File: config.mk
export PLATFORM = sky130hd
export DESIGN_NAME = mem_arbiter
export DESIGN_NICKNAME = d
export VERILOG_FILES = /design/src/rtl/mem_arb_pkg.sv /design/src/rtl/mem_arbiter_beat_counter.sv /design/src/rtl/mem_arbiter.sv
export SDC_FILE = /design/constraint.sdc
export NUM_CORES = 1
export LEC_CHECK = 0
export ABC_AREA = 1
export CAP_MARGIN = 20
export CORE_MARGIN = 1
export CORE_UTILIZATION = 40
export CTS_CLUSTER_SIZE = 10
export DETAILED_ROUTE_END_ITERATION = 8
export PLACE_DENSITY = 0.87
export SYNTH_ARGS = -nofsm -noshare
export SYNTH_HDL_FRONTEND = slang
export SYNTH_SLANG_ARGS = --single-unit
File: constraint.sdc
create_clock -name clk -period 3.1 [get_ports clk]
set_clock_uncertainty 0.15 [all_clocks]
set_input_delay 0.465 -clock clk [delete_from_list [all_inputs] [get_ports clk]]
set_output_delay 0.465 -clock clk [all_outputs]
set_load 0.03 [all_outputs]
File: src/rtl/mem_arb_pkg.sv
// Shared encodings and sizes for the I/D memory arbiter.
// Pure declarations: no latency or backpressure of its own.
package mem_arb_pkg;

  localparam int BEATS          = 8;
  localparam int BEAT_W         = $clog2(BEATS);
  localparam int BLOCK_OFS_BITS = 4;

  typedef enum logic [1:0] {
    IDLE  = 2'd0,
    FILL  = 2'd1,
    WRITE = 2'd2
  } state_t;

  typedef enum logic {
    OWN_I = 1'b0,
    OWN_D = 1'b1
  } owner_t;

endpackage

File: src/rtl/mem_arbiter_beat_counter.sv
// Beat counter with clear/increment and terminal flag; count visible the cycle after inc.
// No backpressure: inc is obeyed every cycle, wraps after the last beat.
module beat_counter
  import mem_arb_pkg::*;
(
  input  logic              clk,
  input  logic              rst,
  input  logic              clr,
  input  logic              inc,
  output logic [BEAT_W-1:0] cnt,
  output logic              term
);

  always_ff @(posedge clk) begin
    if (rst || clr) begin
      cnt <= '0;
    end else if (inc) begin
      cnt <= cnt + 1'b1;
    end
  end

  assign term = (cnt == BEAT_W'(BEATS - 1));

endmodule

File: src/rtl/mem_arbiter.sv
// Round-robin I/D arbiter for main memory: 8-beat pipelined fills or one-word D writes; grant+first issue 1 cycle after req.
// Requesters hold req until done; memory must accept one access per cycle and returns reads in order.
module mem_arbiter
  import mem_arb_pkg::*;
#(
  parameter int ADDR_W = 16,
  parameter int DATA_W = 16
) (
  input  logic              clk,
  input  logic              rst,
  input  logic              i_req,
  input  logic [ADDR_W-1:0] i_addr,
  output logic              i_grant,
  output logic [DATA_W-1:0] i_data,
  output logic              i_data_valid,
  output logic [BEAT_W-1:0] i_beat,
  output logic              i_done,
  input  logic              d_req,
  input  logic              d_wr,
  input  logic [ADDR_W-1:0] d_addr,
  input  logic [DATA_W-1:0] d_wdata,
  output logic              d_grant,
  output logic [DATA_W-1:0] d_data,
  output logic              d_data_valid,
  output logic [BEAT_W-1:0] d_beat,
  output logic              d_done,
  output logic              mem_en,
  output logic              mem_wr,
  output logic [ADDR_W-1:0] mem_addr,
  output logic [DATA_W-1:0] mem_wdata,
  input  logic [DATA_W-1:0] mem_rdata,
  input  logic              mem_rvalid
);

  state_t              state_q, state_d;
  owner_t              last_grant_q;
  logic [ADDR_W-1:0]   addr_q;
  logic [DATA_W-1:0]   wdata_q;
  logic                iss_done_q;

  logic [BEAT_W-1:0]   iss_cnt, ret_cnt;
  logic                iss_term, ret_term;
  logic                any_req, pick_d, in_fill, own_d, fill_done;
  logic                unused_addr_bits;

  assign any_req = i_req | d_req;
  // On a tie, D wins unless it was the last one served.
  assign pick_d  = d_req & (~i_req | (last_grant_q == OWN_I));
  assign in_fill = (state_q == FILL);
  assign own_d   = (last_grant_q == OWN_D);

  // Low address bits never reach memory: fills are block aligned, writes word aligned.
  assign unused_addr_bits = ^{i_addr[BLOCK_OFS_BITS-1:0], d_addr[0]};

  beat_counter u_iss_cnt (
    .clk  (clk),
    .rst  (rst),
    .clr  (~in_fill),
    .inc  (in_fill & ~iss_done_q),
    .cnt  (iss_cnt),
    .term (iss_term)
  );

  beat_counter u_ret_cnt (
    .clk  (clk),
    .rst  (rst),
    .clr  (~in_fill),
    .inc  (in_fill & mem_rvalid),
    .cnt  (ret_cnt),
    .term (ret_term)
  );

  always_ff @(posedge clk) begin
    if (rst) begin
      state_q      <= IDLE;
      last_grant_q <= OWN_I;
      addr_q       <= '0;
      wdata_q      <= '0;
      iss_done_q   <= 1'b0;
    end else begin
      state_q <= state_d;
      if (state_q == IDLE && any_req) begin
        last_grant_q <= pick_d ? OWN_D : OWN_I;
        wdata_q      <= d_wdata;
        if (!pick_d) begin
          addr_q <= {i_addr[ADDR_W-1:BLOCK_OFS_BITS], {BLOCK_OFS_BITS{1'b0}}};
        end else if (d_wr) begin
          addr_q <= {d_addr[ADDR_W-1:1], 1'b0};
        end else begin
          addr_q <= {d_addr[ADDR_W-1:BLOCK_OFS_BITS], {BLOCK_OFS_BITS{1'b0}}};
        end
      end
      if (!in_fill) begin
        iss_done_q <= 1'b0;
      end else if (iss_term) begin
        iss_done_q <= 1'b1;
      end
    end
  end

  // Completion keys on returned beats only, so a fast memory cannot end the fill early.
  assign fill_done = in_fill & mem_rvalid & ret_term;

  always_comb begin
    state_d      = state_q;
    i_grant      = 1'b0;
    i_data       = '0;
    i_data_valid = 1'b0;
    i_beat       = '0;
    i_done       = 1'b0;
    d_grant      = 1'b0;
    d_data       = '0;
    d_data_valid = 1'b0;
    d_beat       = '0;
    d_done       = 1'b0;
    mem_en       = 1'b0;
    mem_wr       = 1'b0;
    mem_addr     = '0;
    mem_wdata    = '0;

    case (state_q)
      IDLE: begin
        if (any_req) begin
          state_d = (pick_d && d_wr) ? WRITE : FILL;
        end
      end

      FILL: begin
        mem_en = ~iss_done_q;
        if (!iss_done_q) begin
          mem_addr = {addr_q[ADDR_W-1:BLOCK_OFS_BITS], iss_cnt, 1'b0};
        end
        if (own_d) begin
          d_grant      = 1'b1;
          d_data_valid = mem_rvalid;
          d_data       = mem_rvalid ? mem_rdata : '0;
          d_beat       = ret_cnt;
          d_done       = fill_done;
        end else begin
          i_grant      = 1'b1;
          i_data_valid = mem_rvalid;
          i_data       = mem_rvalid ? mem_rdata : '0;
          i_beat       = ret_cnt;
          i_done       = fill_done;
        end
        if (fill_done) begin
          state_d = IDLE;
        end
      end

      WRITE: begin
        d_grant   = 1'b1;
        mem_en    = 1'b1;
        mem_wr    = 1'b1;
        mem_addr  = addr_q;
        mem_wdata = wdata_q;
        d_done    = 1'b1;
        state_d   = IDLE;
      end

      default: state_d = IDLE;
    endcase
  end

endmodule

# --- After elaboration in Yosys (flattened, before gate mapping) ---
# Cells that the tools add are included.
classes:
  mul: 0
  div_mod_pow: 0
  order_cmp: 0
  n_reduce_logical: 6
  eq_ne: 6
  muxes: 33
  shift: 0
  bitwise_logic: 10
  add_sub_neg: 2
op_table:
  columns: ["op", "n"]
  rows:
  - ["16-bit 2-to-1 mux", 8]
  - ["16-bit one-hot mux with 2 select lines", 1]
  - ["1-bit 2-to-1 mux", 12]
  - ["3-bit 2-to-1 mux", 4]
  - ["3-bit by 1-bit adder with 3-bit output (second input constant)", 2]
  - ["3-bit == test (second input constant)", 2]
  - ["2-bit 2-to-1 mux", 3]
  - ["1-bit one-hot mux with 2 select lines", 3]
  - ["1-bit bitwise AND", 4]
  - ["4-bit 2-to-1 mux", 1]
  - ["1-bit NOT", 4]
  - ["2-bit one-hot mux with 2 select lines", 1]
  - ["2-bit by 1-bit == test with 1-bit output (second input constant)", 1]
  - ["2-bit == test (second input constant)", 1]
  - ["1-bit logical AND", 2]
  - ["2-bit zero test", 1]
  - ["2-bit by 1-bit != test with 1-bit output (second input constant)", 1]
  - ["2-bit != test (second input constant)", 1]
  - ["1-bit OR", 2]
  - ["2-bit AND reduction", 1]
  - ["2-bit OR reduction", 1]
  - ["1-bit logical OR", 1]
word_totals:
  mem_bits_ro: 0
  memories: 0
  output_inout_bits: 78
  ramBits: 0
  latch_bits: 0
  register_bits: 42

# --- Longest topological paths before layout ---
# Gate-level depths: netlist of run 1.
logic_depth:
  depth_word: 7
  mapped_depth: 8
  mapped_depth_nobuf: 8

# --- By module ---
# From an unflattened synthesis of run 1, not the netlist that was laid out.
unflattened:
  hier_cells: 389
  hier_area_um2: 2434.8
by_module_without_submodules:
  columns: ["module", "cells_per_inst", "area_each_um2", "n_inst", "seq_area_each_um2"]
  rows:
  - ["mem_arbiter", 343, 2124.5, 1, 700.7]
  - ["beat_counter", 23, 155.1, 2, 60.1]

# --- Worst setup path after synthesis of run 1 ---
# No wires, ideal clock.
synth_path:
  kind: "register -> output"
  from: "register state_q[0]"
  to: "output port d_done"
  path_slack_ns: 0.268
  path_stages_with_launch: 6
  n_path_buf: 0
  arrival_time_ns: 2.217
  required_time_ns: 2.485
  cell_sequence: "dfxtp_1 inv_1 ha_1 inv_1 a21oi_1 a21boi_0"
synth_via:
  elab_chain_len: 5
  word_cells_on_any_way: 6
  classes_between: "eq/ne (2); mux (2); bitwise (2)"
synth_lines:
  columns: ["element", "line_no", "rtl"]
  rows:
  - ["start: declaration", "mem_arbiter.sv:35", "state_t state_q, state_d;"]
  - ["start signal: assignment", "mem_arbiter.sv:81", "state_q <= state_d;"]
  - ["2-bit by 1-bit == test with 1-bit output", "mem_arbiter.sv:49, mem_arbiter.sv:121", null]
  - ["1-bit bitwise AND (2 in series)", "mem_arbiter.sv:102", "assign fill_done = in_fill & mem_rvalid & ret_term;"]
  - ["1-bit 2-to-1 mux", "mem_arbiter.sv:133", "if (own_d) begin"]
  - ["1-bit one-hot mux with 2 select lines *", "mem_arbiter.sv:121", "case (state_q)"]
  - ["end: declaration", "mem_arbiter.sv:26", "output logic d_done,"]
# Mark *: on every way between the ends. The rest lies on a longest branch, timed or not.

# --- Final worst setup path of run 1 ---
layout_path:
  from: "register state_q[1]"
  to: "output port mem_addr[15]"
layout_via:
  elab_chain_len: 2
  word_cells_on_any_way: 3
  classes_between: "eq/ne (2); mux (1)"
layout_lines:
  columns: ["element", "line_no", "rtl"]
  rows:
  - ["2-bit == test or 2-bit by 1-bit == test with 1-bit output (tied branches)", "mem_arbiter.sv:121", null]
  - ["16-bit one-hot mux with 2 select lines *", "mem_arbiter.sv:121", null]
  - ["end: declaration", "mem_arbiter.sv:29", "output logic [ADDR_W-1:0] mem_addr,"]
# Marked as above.

==> results by stage, run 1 <==
Status:
- The run finished with clean final reports.

Hold path:
- The path class of the tightest hold or removal check is flop to flop.

Global routing:
- The first global-routing pass estimated 10,400 µm of wire.
- The initial antenna violation count is 0.
- Entering global routing, the biggest net connects 42 pins.
- The total routing resource utilization after global routing is 21.3%.
- Summed over all layers, the global routing overflow is 0.
- The via count of the first global-routing pass was 2,339.

Setup path:
- In this design, the stage delay of the slowest critical-path cell is 0.69 ns.
- The sort of element at the end of the critical path is an output pin.
- The kind of start point of the critical path is a flop.
- The kind of cell with the highest combined delay along the critical path is buffers and inverters.
- STA puts the critical path data required time at 2.48 ns.
- Counting both buffers and inverters, the worst setup path holds a total of 3.
- By instance count, the cell type seen most on the critical path is sky130_fd_sc_hd__inv_1.
- STA puts the critical path data arrival time at 2.31 ns.
- The critical-path maximum fanout is 13.
- Traced cell by cell, the critical path runs through inv_1 > ha_1 > inv_1 > nor2_2 > o21ai_4 > nor2_1 > clkdlybuf4s50_1.
- The type of the worst setup path is flop to output pin.
- The cell with the largest stage delay on the worst path is sky130_fd_sc_hd__clkdlybuf4s50_1.

Drt:
- Before antenna repair, the detailed router went through 5 iterations.
- The routed wirelength normalized by instance count is 11.0 µm.
- The post-detailed-routing wire length is 6660 µm.
- The antenna violation net count after detailed routing is 0.
- The average via count per standard cell is 4.48.
- The first routing iteration left 125 violations.
- For this run, design rule violations remaining after detail routing come to 0.
- The routed via count is 2,703.

STA:
- Setup repair after global routing left no endpoint under its margin.
- Based on the critical path, the design can be clocked at up to 342 MHz.
- The number of max-slew violations in the final report is 0.
- The setup TNS after final layout is 0 ns.
- The worst path uses 94.4% of the clock period.
- The post-layout worst setup margin is 0.174 ns.
- The number of failing setup endpoints in the final timing report is 0.
- The tightest hold path in the finished design has a slack of 0.331 ns.
- The final critical path time including I/O delays and setup is 2.93 ns.
- The transition time of the tightest slew-check pin is 0.752 ns.
- The number of hold violations in the final report is 0.
- Measured against its own limit, the worst slew margin works out to 49.8%.

CTS:
- For the worst-skew pair, the clock arrives at the later sink with an insertion delay of 0.28 ns.
- The clock net in this run drives a total of 41 sinks.
- The clock transition at the registers of the reported paths is 0.07 ns.
- The root buffer cell is sky130_fd_sc_hd__clkbuf_8.
- The number of clock buffers inserted by TritonCTS is 5.
- Post-CTS timing repair inserted 0 buffers for setup.
- The H-tree level count is 2.
- TritonCTS built the clock tree.
- Hold repair after CTS inserted 0 buffers.
- The maximum clock insertion buffer count is 2.
- Post-CTS repair changed the size of 0 cells.

Floorplanning:
- Once the floorplan was initialized, standard cells occupied 41.9% of the core.
- The width of the die is 78.4 µm.
- The count of pins on the block boundary is 148.
- In this run the core area contains 27 standard-cell rows.
- The die covers 6150 µm².
- After floorplanning, the core was sized to cover 5570 µm².
- The die span in y is 78.4 µm.

Synth:
- The average cell area after synthesis is 5.87 µm².
- Of the post-synthesis cell area, the dominant cell type holds 35.1%.
- The library cell occupying the most area in the post-synthesis netlist is sky130_fd_sc_hd__dfxtp_1.
- During synthesis, Yosys emitted a total of 0 warnings.
- The cell count after synthesis came out at 398.
- The post-synthesis sequential element count is 41.
- Yosys attributes the largest share of cell area to sky130_fd_sc_hd__dfxtp_1, sky130_fd_sc_hd__nor2_1, sky130_fd_sc_hd__inv_1.
- The netlist uses 19 different library cells.
- The synthesized net count is 475.
- The fraction of the yosys area taken by sequential cells is 35.1%.
- The area of the mapped netlist is 2340 µm².

Final layout:
- The area growth from synthesis to layout is 66.5%.
- For this run, the post-layout net count is 609.
- The post-route core utilization is 69.8%.
- The most common cell after layout, fill and taps aside is sky130_fd_sc_hd__clkdlybuf4s50_1.
- The top cell types in the final layout, fill and taps aside, are sky130_fd_sc_hd__clkdlybuf4s50_1, sky130_fd_sc_hd__nor2_1, sky130_fd_sc_hd__inv_1.
- The number of antenna repair diodes is 0.
- The proportion of layout cells with a drive suffix above 1 is 3.20%.

Power:
- The leakage power summed over all cells is 0.00191 µW.
- The power density of the placed cells is 610 nW/µm².
- The worst supply voltage drop on vdd is 316 µV.
- The sum of internal, switching and leakage power is 2370 µW.

Place:
- The post-place setup slack is 0.104 ns.
- The estimated wirelength of the detail-placed design is 5240 µm.
- Routability-driven placement finished with a final weighted congestion of 0.748.
- The number of I/O port buffers is 141.

Flow run:
- The number of max-capacitance violations reported is 0.
==> flip-flops by register name, summed over array words and instances (netlist names) <==
name	cells
addr_q	15
iss_done_q	1
last_grant_q	1
state_q	2
u_iss_cnt.cnt	3
u_ret_cnt.cnt	3
wdata_q	16
==> metrics by stage <==
stage	instance area, µm²	instances
CTS	3870	604
floorplan	2340	398
detailed placement	3770	597
global placement	3770	597
finish	3890	604
global route	3890	604
==> kinds of logic after synthesis <==
kind of cell / Yosys count / synth area share (%)
other: 1 / 0.161
flip-flops: 41 / 35.1
buffers and inverters: 93 / 16.1
adder cells (fa/ha/maj): 7 / 3.75
AO/OA/AOI/OAI: 51 / 11.3
AND/OR/NAND/NOR: 205 / 33.5
==> synth_stat cells <==
cell / number
sky130_fd_sc_hd__clkbuf_1: 4
sky130_fd_sc_hd__o21ai_1: 1
sky130_fd_sc_hd__inv_1: 76
sky130_fd_sc_hd__conb_1: 1
sky130_fd_sc_hd__nor2_2: 3
sky130_fd_sc_hd__a21boi_0: 1
sky130_fd_sc_hd__buf_6: 1
sky130_fd_sc_hd__nor2_1: 132
sky130_fd_sc_hd__o21ai_0: 34
sky130_fd_sc_hd__dfxtp_1: 41
sky130_fd_sc_hd__buf_4: 2
sky130_fd_sc_hd__a21oi_1: 13
sky130_fd_sc_hd__o21ai_2: 1
sky130_fd_sc_hd__ha_1: 7
sky130_fd_sc_hd__nand2_1: 67
sky130_fd_sc_hd__nand2_2: 2
sky130_fd_sc_hd__nand3_1: 1
sky130_fd_sc_hd__o21a_1: 1
sky130_fd_sc_hd__buf_2: 10
==> metal layers <==
layer  track usage (%)  vias up  wire length (µm)
met1              22.4     1165              2630
li1                  -     1424                 -
met2              40.4      109              3350
met3              7.44        5               637
met5                 0        -                 0
met4              4.44        0                45
==> power breakdown <==
| group | switching, µW | internal [µW] |
|---|---|---|
| registers | 79.8 | 675 |
| logic | 751 | 452 |
| clock network | 179 | 234 |
| total | 1010 | 1360 |
==> final timing paths <==
check,slack (ns),startpoint,to,cells past startpoint
min,0.33,addr_q[2],addr_q[2],2
min reg2reg,0.33,addr_q[2],addr_q[2],2
max,0.17,state_q[1],mem_addr[15],7
max reg2reg,1.40,state_q[1],addr_q[11],8
==> final cells by class <==
class | count | area, µm²
clock buffer | 5 | 68.8
clock inverter | 2 | 35.0
fill | 506 | 1680
inverter | 76 | 285
multi-input combinational | 264 | 1150
sequential | 41 | 821
tap | 72 | 90.1
timing repair buffer | 144 | 1440
==> worst reg2reg max path, cell delays in order (launching register included) <==
cell                      delay, ns
sky130_fd_sc_hd__dfxtp_1       0.33
sky130_fd_sc_hd__inv_1         0.10
sky130_fd_sc_hd__ha_1          0.21
sky130_fd_sc_hd__inv_1         0.09
sky130_fd_sc_hd__nor2_2        0.10
sky130_fd_sc_hd__buf_4         0.36
sky130_fd_sc_hd__nand2_1       0.13
sky130_fd_sc_hd__nor2_1        0.11
sky130_fd_sc_hd__nor2_1        0.04
(Power assumes the default switching activity.)
==> run 2, diff against run 1 <==
- PLACE_DENSITY: 0.87 -> not set
- PLACE_DENSITY_LB_ADDON: not set -> 0.3
==> run 2 against run 1 <==
Compared with the run above: cell count grew 0.50%; flip-flop and latch count is the same; via count grew 2.7%; routed wire length shrank 0.20%; worst hold slack lost 0.010 ns; fmax shrank 2.4%; worst setup slack lost 0.073 ns; sequential share of layout area grew 0.11 points; critical path type is now input pin to output pin.
==> results by stage, run 2 (synthesis gave the netlist of run 1 again) <==
Setup path:
- The arrival time at the worst endpoint is 2.38 ns (+0.07 ns).
- The type of the worst setup path is input pin to output pin.
- The logic depth of the worst register-to-register path is 7 (-1).
- The critical-path maximum fanout is 17 (+4).
- The required time reported for the critical path endpoint is 2.48 ns (about the same).
- The kind of start point of the critical path is an input pin.
- STA classifies the critical path endpoint as an output pin.
- The worst reg-to-reg setup slack is 1.46 ns (+0.06 ns).

STA:
- The setup TNS after final layout is 0 ns (unchanged).
- Setup repair after global routing left no endpoint under its margin.
- The number of max-slew violations in the final report is 0 (unchanged).
- The final critical path time including I/O delays and setup is 3.00 ns (+0.0731 ns).
- The number of hold violations in the final report is 0 (unchanged).
- The post-route clock period utilization is 96.7% (+2.4 points).
- The highest clock rate is 333 MHz (-2.4%).
- The number of failing setup endpoints in the final timing report is 0 (unchanged).
- The headroom to the max-slew limit came to 46.8% (-3.0 points).
- The final hold slack was 0.321 ns (-0.0102 ns).
- The transition time of the tightest slew-check pin is 0.798 ns (+0.0456 ns).

Power:
- The power density of the placed cells is 595 nW/µm² (-2.4%).
- The leakage power summed over all cells is 0.00187 µW (-2.3%).
- The worst supply voltage drop on vdd is 398 µV (+26%).

Flow run:
- The number of max-capacitance violations reported is 0 (unchanged).

Final layout:
- The post-route standard cell area excluding fillers is 3870 µm² (-0.51%).
- The area growth from synthesis to layout is 65.7%.
- The number of antenna repair diodes is 0 (unchanged).
- In the layout the commonest cells are sky130_fd_sc_hd__clkdlybuf4s50_1, sky130_fd_sc_hd__nor2_1, sky130_fd_sc_hd__inv_1.
- The library cell used most frequently in the layout, excluding fill and tap cells, is sky130_fd_sc_hd__clkdlybuf4s50_1.
- The number of standard cells in the final layout excluding fillers is 607 (+0.50%).
- The largest registers in the layout are wdata_q: 16 flops, addr_q: 15 flops.
- The register ranked first by flip-flop count is wdata_q.
- The post-route core utilization was 69.4% (-0.36 points).
- The total number of nets in the final design is 611 (+0.33%).
- The number of flip-flops in the largest register came to 16 (unchanged).
- The proportion of layout cells with a drive suffix above 1 came to 3.18% (-0.018 points).

Global routing:
- The aggregate global routing overflow is 0 (unchanged).
- The global routing met1 resource utilization is 23.0% (+0.53 points).
- The initial antenna violation count is 0 (unchanged).
- The total routing resource utilization after global routing is 22.4% (+1.1 points).
- The wire length of the first global-routing pass came to 11,000 µm (+5.3%).
- The via count of the first global-routing pass is 2,614 (+12%).
- The busiest layer in global routing is met2.
- The largest net degree at the start of global routing is 31 (-26%).
- The met2 capacity usage during global routing was 42.5% (+2.0 points).
- The fraction of met3 tracks used by global routing is 7.56% (+0.12 points).

Place:
- The number of placed cells counting well taps is 599 (+0.34%).
- The post-detailed-placement cell area came to 3780 µm² (+0.40%).
- The estimated wirelength of the detail-placed design is 5130 µm (-2.1%).
- The placer's final routability congestion estimate came to 0.800 (+6.9%).
- The number of I/O port buffers is 141 (unchanged).

Drt:
- The detailed router's first-iteration violation count came to 97 (-22%).
- The routed wirelength normalized by instance count is 11.0 µm (-0.69%).
- The post-detailed-routing wire length is 6650 µm (-0.20%).
- The antenna violation net count after detailed routing is 0 (unchanged).
- The average via count per standard cell came to 4.57 (+2.2%).
- The total iterations of the first detailed-routing run is 4 (-1).
- The residual DRC count came to 0 (unchanged).
- The routed via count is 2,775 (+2.7%).

Floorplanning:
- The width of the die came to 78.4 µm (unchanged).
- The die span in y is 78.4 µm (unchanged).
- The count of pins on the block boundary came to 148 (unchanged).
- The core outline area is 5570 µm² (unchanged).
- The total die area is 6150 µm² (unchanged).
- The number of placement rows is 27 (unchanged).
- The effective utilization at floorplan is 41.9% (unchanged).

CTS:
- The root buffer cell is sky130_fd_sc_hd__clkbuf_8.
- The clock tree from TritonCTS is built.
- The number of clock sinks is 41 (unchanged).
- The number of hold-repair buffers added at the cts stage came to 0 (unchanged).
- The maximum clock insertion buffer count is 2 (unchanged).
- The source-to-sink clock delay at the later pin of the worst-skew pair is 0.29 ns (about the same).
- The number of buffers inserted by post-CTS setup repair came to 0 (unchanged).
- The number of clock buffers inserted by TritonCTS is 5 (unchanged).
- The H-tree level count was 2 (unchanged).
- The clock transition at the registers of the reported paths came to 0.08 ns (about the same).

Hold path:
- The cell depth of the worst min-delay path is 2 (unchanged).
- The path class of the tightest hold or removal check is flop to flop.

Status:
- The flow ran to the end, and the final reports show no timing, DRC or antenna violations.
-- run 2: worst max-delay path, stage by stage --
cell and delay (ns):
sky130_fd_sc_hd__clkdlybuf4s50_1 0.54, sky130_fd_sc_hd__nand2_1 0.11, sky130_fd_sc_hd__inv_1 0.06, sky130_fd_sc_hd__nand2_1 0.31
sky130_fd_sc_hd__nor2_1 0.21, sky130_fd_sc_hd__clkdlybuf4s50_1 0.69
-- run 2: cell type report --
type                            count  area [µm²]
Multi-Input combinational cell    264        1140
Sequential cell                    41         821
Clock inverter                      1        7.51
Timing Repair Buffer              146        1450
Fill cell                         484        1700
Inverter                           76         285
Tap cell                           72        90.1
Clock buffer                        7        76.3
-- run 2: path summary, 6_finish.rpt --
| check | start | endpoint |
|---|---|---|
| hold reg to reg | addr_q[2] | addr_q[2] |
| setup / recovery | mem_rvalid | d_data[10] |
| hold / removal | addr_q[2] | addr_q[2] |
| setup reg to reg | state_q[0] | addr_q[14] |
-- run 2: per-layer routing --
| layer | vias up | part of all wire [%] |
|---|---|---|
| met1 | 1223 | 41 |
| met4 | 0 | 1.2 |
| met5 | - | 0 |
| met2 | 113 | 49 |
| met3 | 7 | 9.0 |
| li1 | 1432 | - |
-- run 2: repair_timing --
item | 4_1_cts | 5_1_grt
hold endpoints to repair | 0 | 0
endpoints found under the setup margin | 0 | 1
resized for setup | 0 | 1
-- run 2: where the power goes --
group | switching [µW] | internal (µW) | total, µW | leakage [µW]
Sequential | 78.8 | 675 | 753 | 0.000339
Clock | 183 | 159 | 342 | 0.0000385
Combinational | 743 | 463 | 1210 | 0.00149
-- run 2: stage by stage --
step | setup WS, ns | total power [µW]
after detailed placement | 0.108 | 1970
after global routing | 0.00195 | 2490
after floorplan | 0.268 | 1540
after CTS | 0.115 | 2310
final | 0.101 | 2300
after global placement | 0.153 | 1940
